<file path="src/rtl/button_event_sched.sv">
// Turns debounced button levels into press/auto-repeat events, arbitrated
// round-robin onto a single valid/ready output register.
module button_event_sched #(
    parameter int els_p           = 5,
    parameter int tick_width_p    = 16,
    parameter int repeat_delay_p  = 8,
    parameter int repeat_period_p = 4,
    localparam int id_w_lp   = (els_p > 1) ? $clog2(els_p) : 1,
    localparam int hold_w_lp = $clog2(repeat_delay_p + 1)
) (
    input  logic               clk_i,
    input  logic               reset_n_i,
    input  logic               en_i,
    input  logic [els_p-1:0]   buttons_i,
    output logic               v_o,
    output logic [id_w_lp-1:0] id_o,
    output logic               repeat_o,
    input  logic               ready_i,
    output logic               overrun_o,
    input  logic               clear_overrun_i
);

    logic [els_p-1:0]        prev_q;
    logic [els_p-1:0]        pend_q, pend_d;
    logic [els_p-1:0]        repf_q, repf_d;
    logic [els_p-1:0]        rise, rep, set, clr;
    logic [tick_width_p-1:0] pre_q;
    logic                    tick;
    logic [hold_w_lp-1:0]    hold_q [els_p];
    logic [hold_w_lp-1:0]    hold_d [els_p];
    logic [id_w_lp-1:0]      rr_q, rr_d, idx, id_q, id_d;
    logic                    any, load;
    logic                    v_q, v_d, rep_q, rep_d, ovr_q, ovr_d;

    assign tick = &pre_q;

    // Reload after a repeat so later repeats come every repeat_period_p ticks.
    always_comb begin
        for (int i = 0; i < els_p; i++) begin
            hold_d[i] = hold_q[i];
            rep[i]    = 1'b0;
            if (!buttons_i[i] || !en_i) begin
                hold_d[i] = '0;
            end else if (tick) begin
                if (hold_q[i] == hold_w_lp'(repeat_delay_p - 1)) begin
                    rep[i]    = 1'b1;
                    hold_d[i] = hold_w_lp'(repeat_delay_p - repeat_period_p);
                end else begin
                    hold_d[i] = hold_q[i] + hold_w_lp'(1);
                end
            end
        end
    end

    always_comb begin
        any = 1'b0;
        idx = '0;
        for (int k = 0; k < els_p; k++) begin
            if (!any && pend_q[(int'(rr_q) + k) % els_p]) begin
                any = 1'b1;
                idx = id_w_lp'((int'(rr_q) + k) % els_p);
            end
        end
    end

    always_comb begin
        load   = ~v_q | ready_i;
        clr    = (load && any) ? (els_p'(1) << idx) : '0;
        rise   = buttons_i & ~prev_q;
        set    = {els_p{en_i}} & (rise | rep);
        pend_d = set | (pend_q & ~clr);
        repf_d = (set & rep & ~rise) | (~set & repf_q);
        ovr_d  = clear_overrun_i ? 1'b0
                                 : (ovr_q | (|(set & pend_q & ~clr)));
        v_d    = v_q;
        id_d   = id_q;
        rep_d  = rep_q;
        rr_d   = rr_q;
        if (load) begin
            v_d = any;
            if (any) begin
                id_d  = idx;
                rep_d = repf_q[idx];
                if (idx == id_w_lp'(els_p - 1)) rr_d = '0;
                else rr_d = idx + id_w_lp'(1);
            end
        end
    end

    always_ff @(posedge clk_i or negedge reset_n_i) begin
        if (!reset_n_i) begin
            prev_q <= '0;
            pend_q <= '0;
            repf_q <= '0;
            pre_q  <= '0;
            rr_q   <= '0;
            id_q   <= '0;
            v_q    <= 1'b0;
            rep_q  <= 1'b0;
            ovr_q  <= 1'b0;
            for (int i = 0; i < els_p; i++) hold_q[i] <= '0;
        end else begin
            prev_q <= buttons_i;
            pend_q <= pend_d;
            repf_q <= repf_d;
            pre_q  <= pre_q + tick_width_p'(1);
            rr_q   <= rr_d;
            id_q   <= id_d;
            v_q    <= v_d;
            rep_q  <= rep_d;
            ovr_q  <= ovr_d;
            for (int i = 0; i < els_p; i++) hold_q[i] <= hold_d[i];
        end
    end

    assign v_o       = v_q;
    assign id_o      = id_q;
    assign repeat_o  = rep_q;
    assign overrun_o = ovr_q;

endmodule

</file>
<file path="config.mk">
export PLATFORM = sky130hd
export DESIGN_NAME = button_event_sched
export DESIGN_NICKNAME = d
export VERILOG_FILES = /design/src/rtl/button_event_sched.sv
export SDC_FILE = /design/constraint.sdc
export NUM_CORES = 1
export LEC_CHECK = 0
export ABC_AREA = 1
export CORE_MARGIN = 8
export CORE_UTILIZATION = 64
export CTS_CLUSTER_SIZE = 12
export DETAILED_ROUTE_END_ITERATION = 6
export DONT_BUFFER_PORTS = 1
export PLACE_DENSITY = 0.87
export SYNTH_ARGS = -nofsm -noshare
export SYNTH_HDL_FRONTEND = slang
export SYNTH_SLANG_ARGS = --single-unit
</file>
<file path="constraint.sdc">
create_clock -name clk_i -period 4.2 [get_ports clk_i]
set_input_delay 0.21 -clock clk_i [delete_from_list [all_inputs] [get_ports clk_i]]
set_output_delay 0.21 -clock clk_i [all_outputs]
set_load 0.02 [all_outputs]
</file>
Word level (Yosys, flattened, before mapping):

Cells that the tools add are included.
W data, S select, Z words.

* $add $sub $neg: 11
* divide/modulo/power cells: 5
* magnitude comparators: 6
* equality and inequality tests: 6
* shift operators: 1
* multiplexer cells: 60
* bitwise logic cells: 18
* reductions and logical operators: 28

Operators by type and width (count)
* $lt A32 B5 Y1 const B: 5
* $mod A32 B4 Y32 const B: 4
* $mux W4: 15
* $and A5 B5 Y5: 8
* $mod A4 B4 Y32 const B: 1
* $mux W1: 32
* $add A4 B1 Y4 const B: 5
* $eq A4 B3 Y1 const B: 5
* $not A5 Y5: 4
* $bmux W1 S3: 6
* $mux W3: 6
* $add A16 B1 Y16 const B: 1
* $reduce_and A16 Y1: 1
* $or A5 B5 Y5: 3
* $logic_not A1 Y1: 10
* $reduce_bool A2 Y1: 5
* $add A3 B2 Y4 const B: 2
* $logic_and A1 B1 Y1: 5
* $logic_or A1 B1 Y1: 5
* $mux W5: 1
* $reduce_or A5 Y1: 1
* $shl A1 B3 Y5 const A: 1
* $add A3 B1 Y4 const B: 1
* $add A3 B3 Y4 const B: 1
* 6 further kinds: 7

* flip-flop bits (word level): 60
* bits of input ports: 10
* output and inout port bits: 6
* word-level logic and storage cells: 149

Depth between registers and ports, before layout:

* word-level depth: 24
* depth in mapped cells: 34
* gate-level depth less buffers: 33

Worst setup path after synthesis:

No wires, ideal clock.

* path kind: register to register
* start point: reg rr_q[0]
* end point: reg ovr_q, in the netlist overrun_o
* setup time: 0.115 ns
* arrival: 3.798 ns
* data required time: 4.085 ns
* setup slack: 0.286 ns
* cell stages (with the launch flop): 30
* buffers on the path: 1
* clock period less this slack: 3.914 ns
* cells stage by stage: dfrtp_1 > buf_6 > inv_1 > ha_1 > inv_1 > ha_1 > inv_1 > ha_1 > inv_1 > ha_1 > inv_1 > a21boi_1 > nor2_2 > nand3_2 > nand2_2 > nand2_1 > nand3b_1 > nand3_2 > nand2_2 > nand4_2 > nand3_1 > nand2_1 > o21ai_1 > ha_1 > ha_1 > nand3_1 > a21oi_1 > nand3_1 > nor2_1 > nor2_1

* cells in the longest elaborated chain, start to end: 24
* elaborated cells on any way between the ends: 50
* those cells by class: add/sub: 4; div: 5; shift: 1; mux: 27; bitwise: 3; reduce/logical: 10

Ends and longest elaborated chain
* from (decl): RTL line 31 `logic [id_w_lp-1:0] rr_q, rr_d, idx, id_q, id_d;`
* from (signal assigned): RTL line 107 `rr_q <= rr_d;`
* branches (longest 16 deep; another with $mod A32 B4 Y32)
* $mux W3 *: RTL line 59 `if (!any && pend_q[(int'(rr_q) + k) % els_p]) begin`
* via idx[1]: RTL line 31
* $shl A1 B3 Y5 *: RTL line 68 `clr = (load && any) ? (els_p'(1) << idx) : '0;`
* $mux W5 *: RTL line 68
* $not A5 Y5 *: RTL line 74 `: (ovr_q | (|(set & pend_q & ~clr)));`
* $and A5 B5 Y5 *: RTL line 74
* $reduce_or A5 Y1 *: RTL line 74
* $or A1 B1 Y1 *: RTL line 74
* $mux W1 *: RTL line 73 `ovr_d = clear_overrun_i ? 1'b0`
* via ovr_d: RTL line 33 `logic v_q, v_d, rep_q, rep_d, ovr_q, ovr_d;`
* to (signal assigned): RTL line 111 `ovr_q <= ovr_d;`
* to (decl): RTL line 33

Mark *: on every way through the listed nets, which the timed path passes. The select of a mux whose other input is x is not followed.
A chain may end at the register's enable or synchronous reset.

Final worst setup path:

* start point: reg rr_q[1]
* end point: reg ovr_q, in the netlist overrun_o

Same word-level chain as after synthesis.

==> run_results.csv <==
group,metric,value,unit
floorplanning,die_x,97.9,um
cells_and_area,nets,621,
logic_synthesis,syn_nets,596,
sta,fmax,0.254,GHz
setup_path,critPathMaxFanout,6,
setup_path,cp_common_cell,"nor2_1",
floorplanning,core-area,6640,um2
cells_and_area,finalInstanceArea,4770,um2
cells_and_area,nFillCells,481,
drt,ant_nets,0,
global_route,grt_pass1_wl,16300,um
drt,drt_iter0_drc,225,
clock_network,htree_levels,3,
logic_synthesis,synth_edf_count,0,
logic_synthesis,async_reset_ff_frac,1.00,
hold_path,min_path_type,"primary input to flop",
place,placed_area,4400,um2
drt,drt_wl_total,9880,um
drt,drt_first_pass_iters,7,
logic_synthesis,ys_top_cells_by_count,"nand2_1, inv_1, dfrtp_1",
setup_path,worstPathRequired,4440,ps
setup_path,max_stage_delay,420,ps
logic_synthesis,synth_seq_cells,60,
sta,slew_viol_final,0,
logic_synthesis,yosys.area.top_type,"dfrtp_1",
logic_synthesis,synth_top_area_frac,0.350,
sta,hold_ws,91.3,ps
logic_synthesis,syn_area_per_cell,7.66,um2
sta,finalCriticalPeriod,3930,ps
logic_synthesis,synth_top_family_by_area,"simple AND/OR/NAND/NOR gates",
logic_synthesis,synth_area,4290,um2
logic_synthesis,synth.most_common_cell,"nand2_1",
sta,worstMarginPinSlew,469,ps
logic_synthesis,yosysWarningCount,0,
floorplanning,io_pins,16,
logic_synthesis,synthMuxAreaShare,0,
cells_and_area,multi_input_area,2550,um2
logic_synthesis,synthTopCellsByArea,"dfrtp_1, nand2_1, ha_1",
global_route,grt.total_usage,0.207,
logic_synthesis,synth_xor_area_frac,0.0464,
cells_and_area,regArea,1500,um2
sta,hold_viol,0,
cells_and_area,drive_above_1_share,0.180,
floorplanning,fp.dieH,97.9,um
place,place.gp.congestion,0.949,
drt,via_count,3844,
sta,max-slew-margin-rel,0.685,
global_route,grt_remaining_overflow,0,
clock_network,cts_buffers,9,
drt,drc,0,
global_route,grt_pass1_vias,3722,
clock_network,path_clk_slew,70,ps
setup_path,critPathKind,"flop to flop",
flow_run,timing.max_cap.violations,0,
clock_network,clk_latency,350,ps
place,port_buffers,0,
cells_and_area,area_growth,11.3,%
logic_synthesis,ys.flop_type,"dfrtp_1",
clock_network,cts-root-buf,"clkbuf_8",
global_route,antenna_found_initial,0,
logic_synthesis,synth-compound-area-share,0.0948,
logic_synthesis,ys_types,38,
sta,setup_viol,0,
logic_synthesis,synth_simple_gate_area_frac,0.360,
sta,post-route-period-util,0.936,
setup_path,slowest_stage,"dfrtp_2",
logic_synthesis,syn_inst,560,
clock_network,cts.sinks,60,
setup_path,cp.arrival,4170,ps
clock_network,cts.path.max_buffers,2,
global_route,grt_start_max_net_pins,61,
run_status,status,"finished, final reports clean",
logic_synthesis,synthAdderAreaFrac,0.0758,
place,hpwlAfterDp,7230,um
drt,vias_per_cell,5.75,
setup_path,crit_path_end_kind,"flop",
floorplanning,initial_core_util,0.646,
sta,skew,3.75,ps
floorplanning,die_area,9580,um2
clock_network,cts_tree,"yes",
floorplanning,num_rows,30,
logic_synthesis,seq_area_frac_synth,0.350,
drt,wl_per_cell,14.8,um
setup_path,critPathLaunchType,"flop",
cells_and_area,diodes,0,
==> cells by family (layout without fill, tap and decap cells) <==
logic type                 count (synthesis)  after routing
AOI/OAI and AO/OA                         66             66
xor gates and xnor gates                  21             21
adders and majority gates                 26             26
buffers and inverters                     79            108
DFF                                       60             60
and+or+nand+nor                          308            308
==> worst max-delay path: cells and delay by family, from the launching register on <==
family                   cells  cell delay, ps
flip-flops                   1             420
AND/OR/NAND/NOR             17            1810
adder cells (fa/ha/maj)      6            1100
buffers and inverters        4             270
AO/OA/AOI/OAI                2             230
==> registers in the layout, indices dropped and copies added, names as in the netlist <==
name       flops
hold_q        20
id_o           3
overrun_o      1
pend_q         5
pre_q         16
prev_q         5
repeat_o       1
repf_q         5
rr_q           3
v_o            1
==> final cells by class <==
type | instances | area share
sequential | 60 | 0.315
multi-input combinational | 421 | 0.534
tap | 80 | 0.0210
inverter | 76 | 0.0603
clock inverter | 6 | 0.00891
timing repair buffer | 17 | 0.0346
clock buffer | 9 | 0.0260
==> per-stage QoR <==
| step | std cells | setup WS (ps) | setup TNS, ps | util |
|---|---|---|---|---|
| after global placement | 641 | 345 | 0 | 0.662 |
| after global routing | 669 | -56.5 | -56.5 | 0.718 |
| after CTS | 664 | 62.6 | 0 | 0.702 |
| final | 669 | 269 | 0 | 0.718 |
| after floorplan | 560 | 286 | 0 | - |
| after detailed placement | 641 | 79.5 | 0 | 0.662 |
==> cell usage in the layout, fill, tap and decap left out, types with 2 or more instances in the layout <==
| cell type | n |
|---|---|
| xor2_2 | 2 |
| inv_2 | 14 |
| o21ai_1 | 5 |
| nor2_2 | 2 |
| o21ai_0 | 27 |
| inv_1 | 61 |
| o21a_1 | 4 |
| ha_1 | 22 |
| a22o_1 | 3 |
| xnor2_1 | 4 |
| dlygate4sd3_1 | 7 |
| a21oi_1 | 8 |
| clkinvlp_4 | 2 |
| xor2_1 | 15 |
| nor3b_2 | 2 |
| nor3_2 | 2 |
| nand4_1 | 16 |
| clkinv_4 | 2 |
| o21ai_2 | 4 |
| buf_4 | 9 |
| clkbuf_8 | 9 |
| nand2_1 | 118 |
| nor2_4 | 4 |
| nand2_4 | 11 |
| nor3_1 | 9 |
| nand3_1 | 57 |
| nor2_1 | 55 |
| ha_2 | 3 |
| dfrtp_1 | 59 |
| clkinv_2 | 2 |
| o211ai_1 | 4 |
| nand2_2 | 16 |
| o31ai_1 | 5 |
| nand3_2 | 11 |
==> what timing repair did <==
action / CTS / global route
buffers inserted: 0 / 5
setup endpoints to repair: 0 / 7
gates resized for setup: 0 / 17
endpoints found under the hold margin: 66 / 0
hold buffers: 8 / 0
==> final timing paths <==
| path | endpoint | from | cells past startpoint | slack [ps] |
|---|---|---|---|---|
| max in group asynchronous | rr_q[1] | reset_n_i | 2 | 3530 |
| min in group asynchronous | pend_q[2] | reset_n_i | 2 | 430 |
| hold reg to reg | pre_q[0] | pre_q[0] | 1 | 460 |
| setup reg to reg | overrun_o | rr_q[1] | 29 | 270 |
| hold / removal | pend_q[3] | en_i | 2 | 90 |
| setup / recovery | overrun_o | rr_q[1] | 29 | 270 |
==> routing by layer <==
metal,up-vias,GRT usage,wire length (um)
met5,-,0,0
met4,0,0.0935,255
li1,1891,-,-
met2,111,0.367,5100
met3,26,0.0541,587
met1,1816,0.225,3940
Power is left out: the tool's default activity adds up to more than one toggle a clock period on the data nets, which glitch-free logic cannot reach.
